**config.mk**
```make
export PLATFORM = sky130hd
export DESIGN_NAME = vend_mmio_port
export DESIGN_NICKNAME = d
export VERILOG_FILES = /design/src/rtl/vend_mmio_pkg.sv /design/src/rtl/vend_change_dispenser.sv /design/src/rtl/vend_mmio_port.sv
export SDC_FILE = /design/constraint.sdc
export NUM_CORES = 1
export LEC_CHECK = 0
export ABC_AREA = 1
export BUFFER_PORTS_ARGS = -buffer_cell sky130_fd_sc_hd__buf_2
export CORE_ASPECT_RATIO = 0.75
export CORE_UTILIZATION = 54
export CTS_CLUSTER_SIZE = 25
export DETAILED_ROUTE_END_ITERATION = 10
export PLACE_DENSITY = 0.82
export SLEW_MARGIN = 30
export SYNTH_ARGS = -nofsm -noshare
export SYNTH_HDL_FRONTEND = slang
export SYNTH_SLANG_ARGS = --single-unit
```
**constraint.sdc**
```tcl
create_clock -name clk -period 4.7 [get_ports clk]
set_input_delay 0.94 -clock clk [delete_from_list [all_inputs] [get_ports clk]]
set_output_delay 0.94 -clock clk [all_outputs]
set_load 0.05 [all_outputs]
```
**src/rtl/vend_mmio_pkg.sv**
```systemverilog
// Shared constants, state encoding and coin helpers for the vending MMIO port.
package vend_mmio_pkg;

   localparam logic [31:0] STATUS_OFS  = 32'h0000_0000;
   localparam logic [31:0] COMMAND_OFS = 32'h0000_0004;

   localparam logic [7:0] NICKEL_C  = 8'd5;
   localparam logic [7:0] DIME_C    = 8'd10;
   localparam logic [7:0] QUARTER_C = 8'd25;

   localparam int STAT_REFUND_BIT = 31;
   localparam int STAT_BUSY_BIT   = 30;
   localparam int STAT_ERROR_BIT  = 29;

   localparam logic [1:0] SIZE_WORD = 2'b10;

   typedef enum logic [1:0] {
      IDLE    = 2'd0,
      VEND_ON = 2'd1,
      COIN_ON = 2'd2,
      GAP     = 2'd3
   } dispense_state_t;

   typedef enum logic [1:0] {
      COIN_NICKEL  = 2'd0,
      COIN_DIME    = 2'd1,
      COIN_QUARTER = 2'd2
   } coin_t;

   // Largest coin that fits; callers only ask when remaining >= NICKEL_C.
   function automatic coin_t pick_coin(input logic [7:0] remaining);
      if (remaining >= QUARTER_C)   return COIN_QUARTER;
      else if (remaining >= DIME_C) return COIN_DIME;
      else                          return COIN_NICKEL;
   endfunction

   function automatic logic [7:0] coin_value(input coin_t c);
      case (c)
         COIN_QUARTER: return QUARTER_C;
         COIN_DIME:    return DIME_C;
         default:      return NICKEL_C;
      endcase
   endfunction

   function automatic logic [7:0] round_down5(input logic [7:0] amt);
      return amt - (amt % 8'd5);
   endfunction

endpackage

```
**src/rtl/vend_change_dispenser.sv**
```systemverilog
// Vend / change-coin pulse sequencer: one vend pulse then greedy coin pulses,
// each followed by a gap, with a single shared down-counter for pulse and gap.
//
//   state   | meaning
//   --------+-----------------------------------------------------------
//   IDLE    | not busy, waiting for an accepted command
//   VEND_ON | vend output high, counting PULSE_CYCLES
//   COIN_ON | one coin output high, counting PULSE_CYCLES
//   GAP     | all outputs low, counting GAP_CYCLES
module vend_change_dispenser
   import vend_mmio_pkg::*;
#(
   parameter int PULSE_CYCLES = 2,
   parameter int GAP_CYCLES   = 2
) (
   input  logic       clk,
   input  logic       reset,
   input  logic       i_start,
   input  logic       i_vend,
   input  logic [7:0] i_amount,
   output logic       o_busy,
   output logic       o_vend,
   output logic       o_nickel,
   output logic       o_dime,
   output logic       o_quarter
);

   localparam int MAX_C = (PULSE_CYCLES > GAP_CYCLES) ? PULSE_CYCLES : GAP_CYCLES;
   localparam int CW    = $clog2(MAX_C + 1);
   localparam logic [CW-1:0] PULSE_LOAD = CW'(PULSE_CYCLES - 1);
   localparam logic [CW-1:0] GAP_LOAD   = CW'(GAP_CYCLES - 1);

   dispense_state_t r_state;
   logic [7:0]      r_remaining;
   logic [CW-1:0]   r_count;
   logic            r_busy;
   logic            r_vend;
   logic            r_nickel;
   logic            r_dime;
   logic            r_quarter;

   logic [7:0] w_start_amt;
   logic [7:0] w_launch_amt;
   coin_t      w_coin;

   // One coin selector serves both the first coin of a command and later ones.
   assign w_start_amt  = round_down5(i_amount);
   assign w_launch_amt = (r_state == IDLE) ? w_start_amt : r_remaining;
   assign w_coin       = pick_coin(w_launch_amt);

   always_ff @(posedge clk or posedge reset) begin
      if (reset) begin
         r_state     <= IDLE;
         r_remaining <= 8'd0;
         r_count     <= '0;
         r_busy      <= 1'b0;
         r_vend      <= 1'b0;
         r_nickel    <= 1'b0;
         r_dime      <= 1'b0;
         r_quarter   <= 1'b0;
      end else begin
         case (r_state)
            IDLE: begin
               if (i_start && i_vend) begin
                  r_state     <= VEND_ON;
                  r_busy      <= 1'b1;
                  r_vend      <= 1'b1;
                  r_count     <= PULSE_LOAD;
                  r_remaining <= w_start_amt;
               end else if (i_start && (w_start_amt >= NICKEL_C)) begin
                  r_state     <= COIN_ON;
                  r_busy      <= 1'b1;
                  r_count     <= PULSE_LOAD;
                  r_remaining <= w_start_amt - coin_value(w_coin);
                  r_nickel    <= (w_coin == COIN_NICKEL);
                  r_dime      <= (w_coin == COIN_DIME);
                  r_quarter   <= (w_coin == COIN_QUARTER);
               end
            end
            VEND_ON, COIN_ON: begin
               if (r_count == '0) begin
                  r_state   <= GAP;
                  r_count   <= GAP_LOAD;
                  r_vend    <= 1'b0;
                  r_nickel  <= 1'b0;
                  r_dime    <= 1'b0;
                  r_quarter <= 1'b0;
               end else begin
                  r_count <= r_count - 1'b1;
               end
            end
            GAP: begin
               if (r_count != '0) begin
                  r_count <= r_count - 1'b1;
               end else if (r_remaining >= NICKEL_C) begin
                  r_state     <= COIN_ON;
                  r_count     <= PULSE_LOAD;
                  r_remaining <= r_remaining - coin_value(w_coin);
                  r_nickel    <= (w_coin == COIN_NICKEL);
                  r_dime      <= (w_coin == COIN_DIME);
                  r_quarter   <= (w_coin == COIN_QUARTER);
               end else begin
                  r_state <= IDLE;
                  r_busy  <= 1'b0;
               end
            end
            default: begin
               r_state <= IDLE;
               r_busy  <= 1'b0;
            end
         endcase
      end
   end

   assign o_busy    = r_busy;
   assign o_vend    = r_vend;
   assign o_nickel  = r_nickel;
   assign o_dime    = r_dime;
   assign o_quarter = r_quarter;

endmodule

```
**src/rtl/vend_mmio_port.sv**
```systemverilog
// CPU-bus vending responder: STATUS word with coin credit and sticky flags,
// COMMAND register that launches the vend/change dispenser.
module vend_mmio_port
   import vend_mmio_pkg::*;
#(
   parameter logic [31:0] BASE_ADDR    = 32'h0000_1000,
   parameter int          PULSE_CYCLES = 2,
   parameter int          GAP_CYCLES   = 2
) (
   input  logic        clk,
   input  logic        reset,
   input  logic [31:0] mem_address,
   input  logic        mem_read_enable,
   input  logic        mem_write_enable,
   input  logic [1:0]  mem_read_write_size,
   input  logic [31:0] mem_write_value,
   output logic [31:0] mem_read_value,
   input  logic        nickel,
   input  logic        dime,
   input  logic        quarter,
   input  logic        refund,
   output logic        vend,
   output logic        nickel_out,
   output logic        dime_out,
   output logic        quarter_out
);

   localparam logic [31:0] STATUS_ADDR  = BASE_ADDR + STATUS_OFS;
   localparam logic [31:0] COMMAND_ADDR = BASE_ADDR + COMMAND_OFS;

   logic [3:0] r_in_s;
   logic [3:0] r_in_p;
   logic [7:0] r_credit;
   logic       r_refund_flag;
   logic       r_error_flag;

   logic       w_status_hit;
   logic       w_cmd_hit;
   logic       w_status_rd;
   logic       w_cmd_wr;
   logic       w_accept;
   logic       w_busy;
   logic [3:0] w_edge;
   logic [7:0] w_add;
   logic [7:0] w_base;
   logic [8:0] w_sum;

   assign w_status_hit = (mem_address[31:2] == STATUS_ADDR[31:2]);
   assign w_cmd_hit    = (mem_address[31:2] == COMMAND_ADDR[31:2]);
   assign w_status_rd  = mem_read_enable & w_status_hit;
   assign w_cmd_wr     = mem_write_enable & w_cmd_hit & (mem_read_write_size == SIZE_WORD);
   assign w_accept     = w_cmd_wr & ~w_busy;

   // Bit order {refund, quarter, dime, nickel}; r_in_p is the previous sample.
   always_ff @(posedge clk or posedge reset) begin
      if (reset) begin
         r_in_s <= 4'b0;
         r_in_p <= 4'b0;
      end else begin
         r_in_s <= {refund, quarter, dime, nickel};
         r_in_p <= r_in_s;
      end
   end

   assign w_edge = r_in_s & ~r_in_p;
   assign w_add  = (w_edge[0] ? NICKEL_C  : 8'd0)
                 + (w_edge[1] ? DIME_C    : 8'd0)
                 + (w_edge[2] ? QUARTER_C : 8'd0);

   // A STATUS load clears first; this cycle's coins land on the cleared value.
   assign w_base = w_status_rd ? 8'd0 : r_credit;
   assign w_sum  = {1'b0, w_base} + {1'b0, w_add};

   always_ff @(posedge clk or posedge reset) begin
      if (reset) begin
         r_credit      <= 8'd0;
         r_refund_flag <= 1'b0;
         r_error_flag  <= 1'b0;
      end else begin
         r_credit      <= w_sum[8] ? 8'hFF : w_sum[7:0];
         r_refund_flag <= (r_refund_flag & ~w_status_rd) | w_edge[3];
         r_error_flag  <= (r_error_flag & ~w_status_rd) | (w_cmd_wr & w_busy);
      end
   end

   always_comb begin
      mem_read_value = 32'h0;
      if (w_status_hit) begin
         mem_read_value[7:0]             = r_credit;
         mem_read_value[STAT_REFUND_BIT] = r_refund_flag;
         mem_read_value[STAT_BUSY_BIT]   = w_busy;
         mem_read_value[STAT_ERROR_BIT]  = r_error_flag;
      end
   end

   vend_change_dispenser #(
      .PULSE_CYCLES (PULSE_CYCLES),
      .GAP_CYCLES   (GAP_CYCLES)
   ) u_dispenser (
      .clk       (clk),
      .reset     (reset),
      .i_start   (w_accept),
      .i_vend    (mem_write_value[31]),
      .i_amount  (mem_write_value[7:0]),
      .o_busy    (w_busy),
      .o_vend    (vend),
      .o_nickel  (nickel_out),
      .o_dime    (dime_out),
      .o_quarter (quarter_out)
   );

endmodule

```
==> flow_summary.toml, run 1 <==
[floorplanning]
die-area_mm2 = 0.00759
start_util_pct = 56.7
die_y_um = 75.7
die_width_um = 100
core_mm2 = 0.00690
io_pins = 110
row_count = 26

[timing]
period_share_pct = 163
fmax_mhz = 131
final_max_slew_viol_count = 0
period_minus_slack_ns = 7.66
max-slew-margin-rel_pct = 56.0
hold_violations = 0
final-setup-viol-count = 16
final.setup_skew_ns = 0.0110
rsz0062_at_grt = "yes"
worstMarginPinSlew_ns = 0.660
whs_ns = 0.375
layout_setup_ws_ns = -2.96

[clock_network]
cts_tree = "yes"
cts_buffer_depth = 2
cts_root_buf = "clkbuf_8"
cts_hold_buf = 0
clock_sinks = 35
worstSkewPairLatency_ns = 0.30
htreeDepth = 2
cts-buffers-inserted = 5
path_clk_slew_ns = 0.07

[run_status]
violations = "negative setup slack"
status = "finished, violations left"

[yosys]
async_reset_ff_share_pct = 100
synth-simple-area-share_pct = 36.4
yosysUniqueCellTypes = 48
synthXorXnorAreaFrac_pct = 2.69
synth_enable_flop_cells = 0
synth_top_family_by_area = "simple AND/OR/NAND/NOR gates"
ys_ff_latch = 35
synth_top_flop_cell = "dfrtp_1"
ys_top_cells_by_count = "128 x nand2_1, 91 x inv_1, 58 x nor2_1"
synth_top_area_share_pct = 22.4
yosys.area.top_type = "dfrtp_1"
yosys_warnings = 0
synth_mux_area_share_pct = 0.256
synth-compound-area-share_pct = 10.7
synthAdderAreaFrac_pct = 13.0
synth.yosys.seq_area_share_pct = 22.4
synth_cells = 582
yosysMostFrequentCell = "nand2_1"
synth_area_leaders = "dfrtp_1 22%, nand2_1 12%, ha_1 9.9%, inv_1 8.7%, nor2_1 5.6%"
synth.avg_cell_area_um2 = 6.72
synth_area_mm2 = 0.00391

[worst_setup_path]
cp_common_cell = "nand2_1"
start_kind = "input pin"
crit_family = "simple AND/OR/NAND/NOR gates"
worst-path-buf-inv = 16
r2r_slack_ns = 0.54
crit_slowest_cell = "fa_2"
worstPathArrival_ns = 7.88
max_stage_delay_ns = 0.37
crit_fanout = 5
critPathRequiredTime_ns = 4.92
path_class = "input pin to register"
end_kind = "register"

[run]
maxCapViolCount = 0

[global_routing]
grt_overflow = 0
grtUsageTotal_pct = 36.3
antenna_found_initial = 0
met2_usage_pct = 60.4
grt_use_met3_pct = 10.6
grt_max_degree = 36
grt_pass1_vias = 4515
grt.busiest_layer = "met2"
gr-usage-met1_pct = 43.9
grt_pass1_wl_um = 21200

[placed_design]
gp_congestion = 0.908
dp_hpwl_um = 8770
post_dp_cell_area_mm2 = 0.00508
port_buffers = 63
place_ws_ns = -2.90

[detailed_routing]
drt_first_pass_iters = 7
drc = 0
drtIter0Drc = 845
ant_nets = 0
num_vias = 5286
vias_per_cell = 6.05
drt-total-wl_um = 16600
wire_per_inst_um = 19.0

[hold_path]
hp-class = "register to register"

[finish]
fin_area_mm2 = 0.00590
seqCellArea_um2 = 876
drive_above_1_share_pct = 43.5
fin_nets = 885
syn2layout_area_growth_pct = 50.8
num_antenna_cells = 0
multi_input_area_mm2 = 0.00303
fin_util_pct = 85.5
fillers = 323

[power_and_ir_drop]
seqPwrFrac_pct = 9.4
clock_power_share_pct = 4.7
vdd_ir_drop_max_mv = 0.425
power_density_mw_per_mm2 = 780
leakagePower_nw = 3.22
power_mw = 4.60
power_frac_comb_pct = 85.9
p_int_mw = 2.30
p_switching_mw = 2.30
netSwitchingFraction_pct = 49.9
-- worst paths after layout --
kind                                        start                    endpoint  cells after the start
max                            mem_write_value[7]  u_dispenser.r_remaining[6]                     60
min                                     r_in_s[1]                   r_in_p[1]                      0
max reg2reg                u_dispenser.r_state[0]  u_dispenser.r_remaining[6]                     20
min reg2reg                             r_in_s[1]                   r_in_p[1]                      0
max in group asynchronous                   reset  u_dispenser.r_remaining[3]                      3
min in group asynchronous                   reset                 r_credit[5]                      3
-- layer usage --
layer  share of wire (%)  vias to the layer above
met1                  35                     2373
li1                    -                     2224
met4                 7.8                        0
met3                  14                      178
met2                  44                      511
met5                   0                        -
-- cell usage in the layout (no fill, tap or decap), drive strengths merged --
cell type | synthesis | final
a211oi | 5 | 5
nand3b | 3 | 3
ha | 31 | 31
inv | 97 | 97
o21a | 1 | 1
a21boi | 1 | 1
nor2 | 60 | 60
dfrtp | 35 | 35
or4 | 1 | 1
nand4 | 12 | 12
nand3 | 51 | 51
o31ai | 1 | 1
buf | 23 | 191
o21ai | 32 | 32
mux2i | 1 | 1
o2bb2ai | 1 | 1
clkbuf | 3 | 7
or2 | 6 | 6
a31oi | 3 | 3
o211ai | 2 | 2
clkinv | 4 | 5
o2111ai | 2 | 2
o311ai | 2 | 2
fa | 6 | 6
o21bai | 1 | 1
and2 | 3 | 3
a21oi | 17 | 17
nor4 | 5 | 5
xnor2 | 3 | 3
nand2 | 151 | 151
xor2 | 9 | 9
nor3 | 7 | 7
o22ai | 2 | 2
conb | 1 | 21
-- per-stage QoR --
step	TNS, ns	cells
floorplan	-19.07	602
global placement	-26.39	825
detailed placement	-31.00	825
CTS	-30.31	859
global route	-45.94	873
finish	-40.72	873
-- power groups by stage --
stage                     registers, mW  logic (mW)  clock network [mW]
after floorplan                   0.422        1.68                   0
after global placement            0.415        2.54                   0
after detailed placement          0.419        2.63                   0
after CTS                         0.419        3.13               0.215
after global routing              0.434        4.23               0.231
final                             0.431        3.95               0.217
-- area by class of cell --
| cell class | instances | share of cell area [%] |
|---|---|---|
| tap | 98 | 2.08 |
| timing repair buffer | 191 | 23.4 |
| sequential | 35 | 14.8 |
| inverter | 101 | 7.00 |
| multi-input combinational | 440 | 51.3 |
| clock buffer | 7 | 1.29 |
| clock inverter | 1 | 0.0849 |
-- worst register-to-register path, cell delays in order (launching register included) --
cell      delay [ns]
dfrtp_1         0.39
inv_1           0.07
ha_1            0.26
inv_1           0.09
buf_4           0.18
nor2_1          0.07
o311ai_0        0.54
nand4_1         0.34
buf_4           0.25
buf_4           0.13
buf_6           0.11
fa_2            0.37
a21oi_2         0.16
nor2_2          0.06
nor2_2          0.13
nor2_2          0.08
nor3_2          0.20
nor2_1          0.08
o21ai_1         0.29
nand3_1         0.18
nand2_1         0.13
-- cells by family (layout without fill, tap and decap cells) --
family | count (synthesis) | after routing
XOR/XNOR | 12 | 12
multiplexers | 1 | 1
AND/OR/NAND/NOR | 299 | 299
buffers and inverters | 127 | 300
flip-flops | 35 | 35
other | 1 | 21
AO/OA/AOI/OAI | 70 | 70
adder cells (fa/ha/maj) | 37 | 37
-- flip-flops by register name (all words and copies together), names as in the netlist, 2 cells and up --
signal,count
r_credit,8
r_in_s,4
r_in_p,4
u_dispenser.r_count,2
u_dispenser.r_state,2
u_dispenser.r_remaining,8
-- what timing repair did --
item	in CTS	in global routing
setup endpoints to repair	16	23
pin swaps	37	35
setup buffers	26	14
gates resized for setup	66	41
cloned	0	0
Power figures use the tool's default switching activity.
==> inputs of run 2 (changes only) <==
CELL_PAD_IN_SITES_DETAIL_PLACEMENT = 1   (was unset)
CELL_PAD_IN_SITES_GLOBAL_PLACEMENT = 1   (was unset)
CORE_UTILIZATION = 37   (was 54)
PLACE_DENSITY = unset   (was 0.82)
PLACE_DENSITY_LB_ADDON = 0.1   (was unset)
SKIP_LAST_GASP = 1   (was unset)
==> flow_summary.toml, run 2 (synthesized netlist as in run 1, its figures left out) <==
[run_status]
status = "finished, violations left"
violations = "negative setup slack"

[global_routing]
grt_pass1_vias = 4849
grt_overflow = 0
grtUsageTotal_pct = 27.5
grt_max_degree = 36
antenna_found_initial = 0
grt_pass1_wl_um = 23800

[finish]
top_regs = "r_credit x8, u_dispenser.r_remaining x8"
syn2layout_area_growth_pct = 52.9
layout_common_cells = "109 x buf_4, 103 x nand2_1, 82 x inv_1"
fin_area_mm2 = 0.00598
num_antenna_cells = 0
fin_util_pct = 58.1
fin_nets = 878
mostFrequentLayoutCell = "buf_4"
drive_above_1_share_pct = 44.0

[timing]
final_max_slew_viol_count = 0
layout_setup_ws_ns = -2.40
period_minus_slack_ns = 7.10
final.setup_skew_ns = 0.00518
final-setup-viol-count = 16
period_share_pct = 151
hold_violations = 0
rsz0062_at_grt = "yes"
max-slew-margin-rel_pct = 60.4
fmax_mhz = 141
worstMarginPinSlew_ns = 0.591
whs_ns = 0.376

[placed_design]
port_buffers = 63
place_ws_ns = -2.96
post_dp_cell_area_mm2 = 0.00515
gp_congestion = 0.837
dp_hpwl_um = 10600

[worst_setup_path]
max_stage_delay_ns = 0.22
worst-path-buf-inv = 10
start_kind = "input pin"
crit_fanout = 5
end_kind = "register"
crit_slowest_cell = "xor2_1"
cp_common_cell = "nand2_2"
worstPathArrival_ns = 7.33
path_class = "input pin to register"
crit_family = "simple AND/OR/NAND/NOR gates"
critPathRequiredTime_ns = 4.93

[clock_network]
clock_sinks = 35
cts_buffer_depth = 2
cts_root_buf = "clkbuf_16"
worstSkewPairLatency_ns = 0.29
path_clk_slew_ns = 0.06
htreeDepth = 2
cts_tree = "yes"
cts-buffers-inserted = 5

[power_and_ir_drop]
vdd_ir_drop_max_mv = 0.876
power_density_mw_per_mm2 = 749
leakagePower_nw = 3.23

[floorplanning]
start_util_pct = 38.0
die-area_mm2 = 0.0110
die_width_um = 121
core_mm2 = 0.0103
row_count = 32
io_pins = 110
die_y_um = 91.1

[detailed_routing]
num_vias = 4605
vias_per_cell = 5.09
drtIter0Drc = 146
drt-total-wl_um = 14700
drc = 0
topRoutingLayerUsed = "met4"
ant_nets = 0
routed-wl-met2_um = 7210
drt_first_pass_iters = 4
wire_per_inst_um = 16.3
drt-met1-wl_um = 6640
met3_length_um = 638

[hold_path]
hp-class = "register to register"

[run]
maxCapViolCount = 0
==> run 2: cell count changes in the layout (fill, tap and decap cells not counted), moves of 4 or more <==
cell and change:
buf_6 -9, inv_2 -4, clkbuf_16 +5, nand2_2 +4
==> run 2: area by class of cell <==
cell class | count | area (um2)
inverter | 101 | 420
clock buffer | 7 | 153
sequential | 35 | 876
tap | 136 | 170
fill | 1337 | 4310
multi-input combinational | 441 | 3050
clock inverter | 1 | 7.51
timing repair buffer | 183 | 1300
==> run 2: path summary, 6_finish.rpt <==
kind                                        start                         end  slack [ns]  cells past startpoint
hold / removal                          r_in_s[2]                   r_in_p[2]        0.38                      0
min in group asynchronous                   reset                   r_in_s[2]        0.75                      3
setup / recovery               mem_write_value[5]  u_dispenser.r_remaining[7]       -2.40                     61
setup reg to reg           u_dispenser.r_state[1]  u_dispenser.r_remaining[7]        1.01                     23
max in group asynchronous                   reset                   r_in_s[3]        3.61                      3
hold reg to reg                         r_in_s[2]                   r_in_p[2]        0.38                      0
==> run 2: where the power goes <==
| group | switching [mW] | internal (mW) | total (mW) | leakage, nW |
|---|---|---|---|---|
| Sequential | 0.0597 | 0.368 | 0.428 | 0.434 |
| Combinational | 1.92 | 1.78 | 3.70 | 2.72 |
| Clock | 0.132 | 0.225 | 0.357 | 0.0761 |
==> run 2: per-layer routing <==
metal  global-route usage [%]  vias to the layer above
met4                     7.41                        0
met1                     36.3                     2262
met2                     46.8                      121
li1                         -                     2201
met5                        0                        -
met3                     3.64                       21
==> run 2: timing repair <==
action | 4_1_cts | 5_1_grt
resized for setup | 61 | 49
gates cloned | 1 | 0
buffers inserted | 39 | 12
hold buffers | 0 | 0
pin swaps | 34 | 41
setup endpoints to repair | 16 | 16
endpoints found under the hold margin | 0 | 0
==> run 2: stage by stage <==
stage                     cells  setup TNS [ns]  power [mW]
after floorplan             602          -19.07        2.10
after global placement      866          -29.39        3.14
after detailed placement    866          -33.25        3.25
after CTS                   910          -25.10        4.22
after global routing        904          -32.94        4.89
final                       904          -26.33        4.48
==> inputs of run 3 (changes only) <==
CORE_UTILIZATION = 38   (was 37)
CTS_BUF_LIST = sky130_fd_sc_hd__clkbuf_8   (was unset)
clock period = 7.3 ns   (was 4.7 ns; I/O delays follow)
==> flow_summary.toml, run 3 (synthesized netlist as in run 1, its figures left out) <==
[clock_network]
clock_sinks = 35
cts-buffers-inserted = 5
cts_tree = "yes"
cts_buffer_depth = 2
htreeDepth = 2
worstSkewPairLatency_ns = 0.30
path_clk_slew_ns = 0.08
cts_root_buf = "clkbuf_8"

[worst_setup_path]
end_kind = "register"
rr_endpoint = "u_dispenser.r_remaining[5]"
rr_worst_depth = 24
crit_fanout = 5
crit_slowest_cell = "ha_1"
max_stage_delay_ns = 0.34
r2r_slack_ns = 3.09
worstPathArrival_ns = 8.24
start_kind = "input pin"
critPathRequiredTime_ns = 7.54
path_class = "input pin to register"
r2r-start = "u_dispenser.r_state[0]"
cp_common_cell = "nand2_2"

[hold_path]
hold_depth = 0
hp-class = "register to register"
worstHoldStart = "r_in_s[1]"
hold_end = "r_in_p[1]"

[timing]
max-slew-margin-rel_pct = 53.7
final_max_slew_viol_count = 0
fmax_mhz = 125
worstMarginPinSlew_ns = 0.695
whs_ns = 0.379
rsz0062_at_grt = "yes"
hold_violations = 0
final-setup-viol-count = 7
period_minus_slack_ns = 8.01
layout_setup_ws_ns = -0.707
final.setup_skew_ns = 0.00930
period_share_pct = 110

[finish]
mostFrequentLayoutCell = "nand2_1"
top_regs = "r_credit x8, u_dispenser.r_remaining x8"
fin_util_pct = 59.2
syn2layout_area_growth_pct = 48.4
fin_nets = 876
num_antenna_cells = 0
drive_above_1_share_pct = 40.9
layout_common_cells = "111 x nand2_1, 110 x buf_4, 81 x inv_1"

[detailed_routing]
drc = 0
drt-total-wl_um = 15600
routed-wl-met2_um = 7750
drt-met1-wl_um = 6730
drtIter0Drc = 195
vias_per_cell = 5.18
met3_length_um = 620
wire_per_inst_um = 17.4
topRoutingLayerUsed = "met4"
num_vias = 4655
ant_nets = 0
drt_first_pass_iters = 4

[floorplanning]
die_width_um = 119
row_count = 31
die_y_um = 89.9
core_mm2 = 0.00981
die-area_mm2 = 0.0107
start_util_pct = 39.9
io_pins = 110

[power_and_ir_drop]
vdd_ir_drop_max_mv = 0.319
power_mw = 2.73
leakagePower_nw = 3.18
power_density_mw_per_mm2 = 470

[placed_design]
port_buffers = 63
place_ws_ns = -0.929
gp_congestion = 0.839
dp_hpwl_um = 9850

[run_status]
status = "finished, violations left"
violations = "negative setup slack"

[run]
maxCapViolCount = 0

[global_routing]
antenna_found_initial = 0
grt_overflow = 0
grt_pass1_vias = 4883
grt_pass1_wl_um = 23200
grtUsageTotal_pct = 26.7
grt_max_degree = 36
-- run 3: timing repair --
| action | CTS | global route |
|---|---|---|
| cloned | 0 | 0 |
| resized for setup | 59 | 61 |
| pin swaps | 58 | 68 |
| hold buffers | 0 | 0 |
| buffers inserted | 37 | 11 |
| endpoints found under the setup margin | 7 | 8 |
-- run 3: stage by stage --
| step | cell area [um2] | TNS (ns) | cells |
|---|---|---|---|
| after floorplan | 4040 | -0.0824 | 602 |
| after global placement | 4900 | -3.18 | 846 |
| after detailed placement | 4900 | -4.79 | 846 |
| after CTS | 5540 | -1.40 | 891 |
| after global routing | 5810 | -6.14 | 898 |
| final | 5810 | -3.45 | 898 |
-- run 3: layout make-up --
class | instances | area (um2)
Fill cell | 1245 | 4010
Multi-Input combinational cell | 440 | 2980
Timing Repair Buffer | 182 | 1280
Sequential cell | 35 | 876
Inverter | 101 | 410
Tap cell | 132 | 165
Clock buffer | 6 | 82.6
Clock inverter | 2 | 16.3
-- run 3: power breakdown --
group | internal, mW | switching, mW
clock network | 0.0770 | 0.0776
registers | 0.236 | 0.0326
logic | 1.06 | 1.24
total | 1.37 | 1.35
-- run 3: how the worst max path moves through the flow --
stage	from	to	slack [ns]	depth (start not counted)
floorplan	mem_write_value[6]	u_dispenser.r_remaining[7]	-0.05	60
global placement	mem_write_value[5]	u_dispenser.r_remaining[7]	-0.67	61
detailed placement	mem_write_value[5]	u_dispenser.r_remaining[7]	-0.93	63
CTS	mem_write_value[5]	u_dispenser.r_remaining[7]	-0.40	65
global route	mem_write_value[6]	u_dispenser.r_remaining[7]	-1.09	59
finish	mem_write_value[6]	u_dispenser.r_remaining[5]	-0.71	59
-- run 3: routing by layer --
metal	GRT usage [%]	vias up
met3	2.92	44
li1	-	2192
met4	4.85	0
met2	49.2	152
met1	33.5	2267
met5	0	-
-- run 3: worst max-delay path, delay by kind of cell --
kind	cells	cell delay [ns]
buffers and inverters	14	1.42
AO/OA/AOI/OAI	6	1.06
AND/OR/NAND/NOR	33	3.03
XOR/XNOR	2	0.41
adder cells (fa/ha/maj)	4	0.84
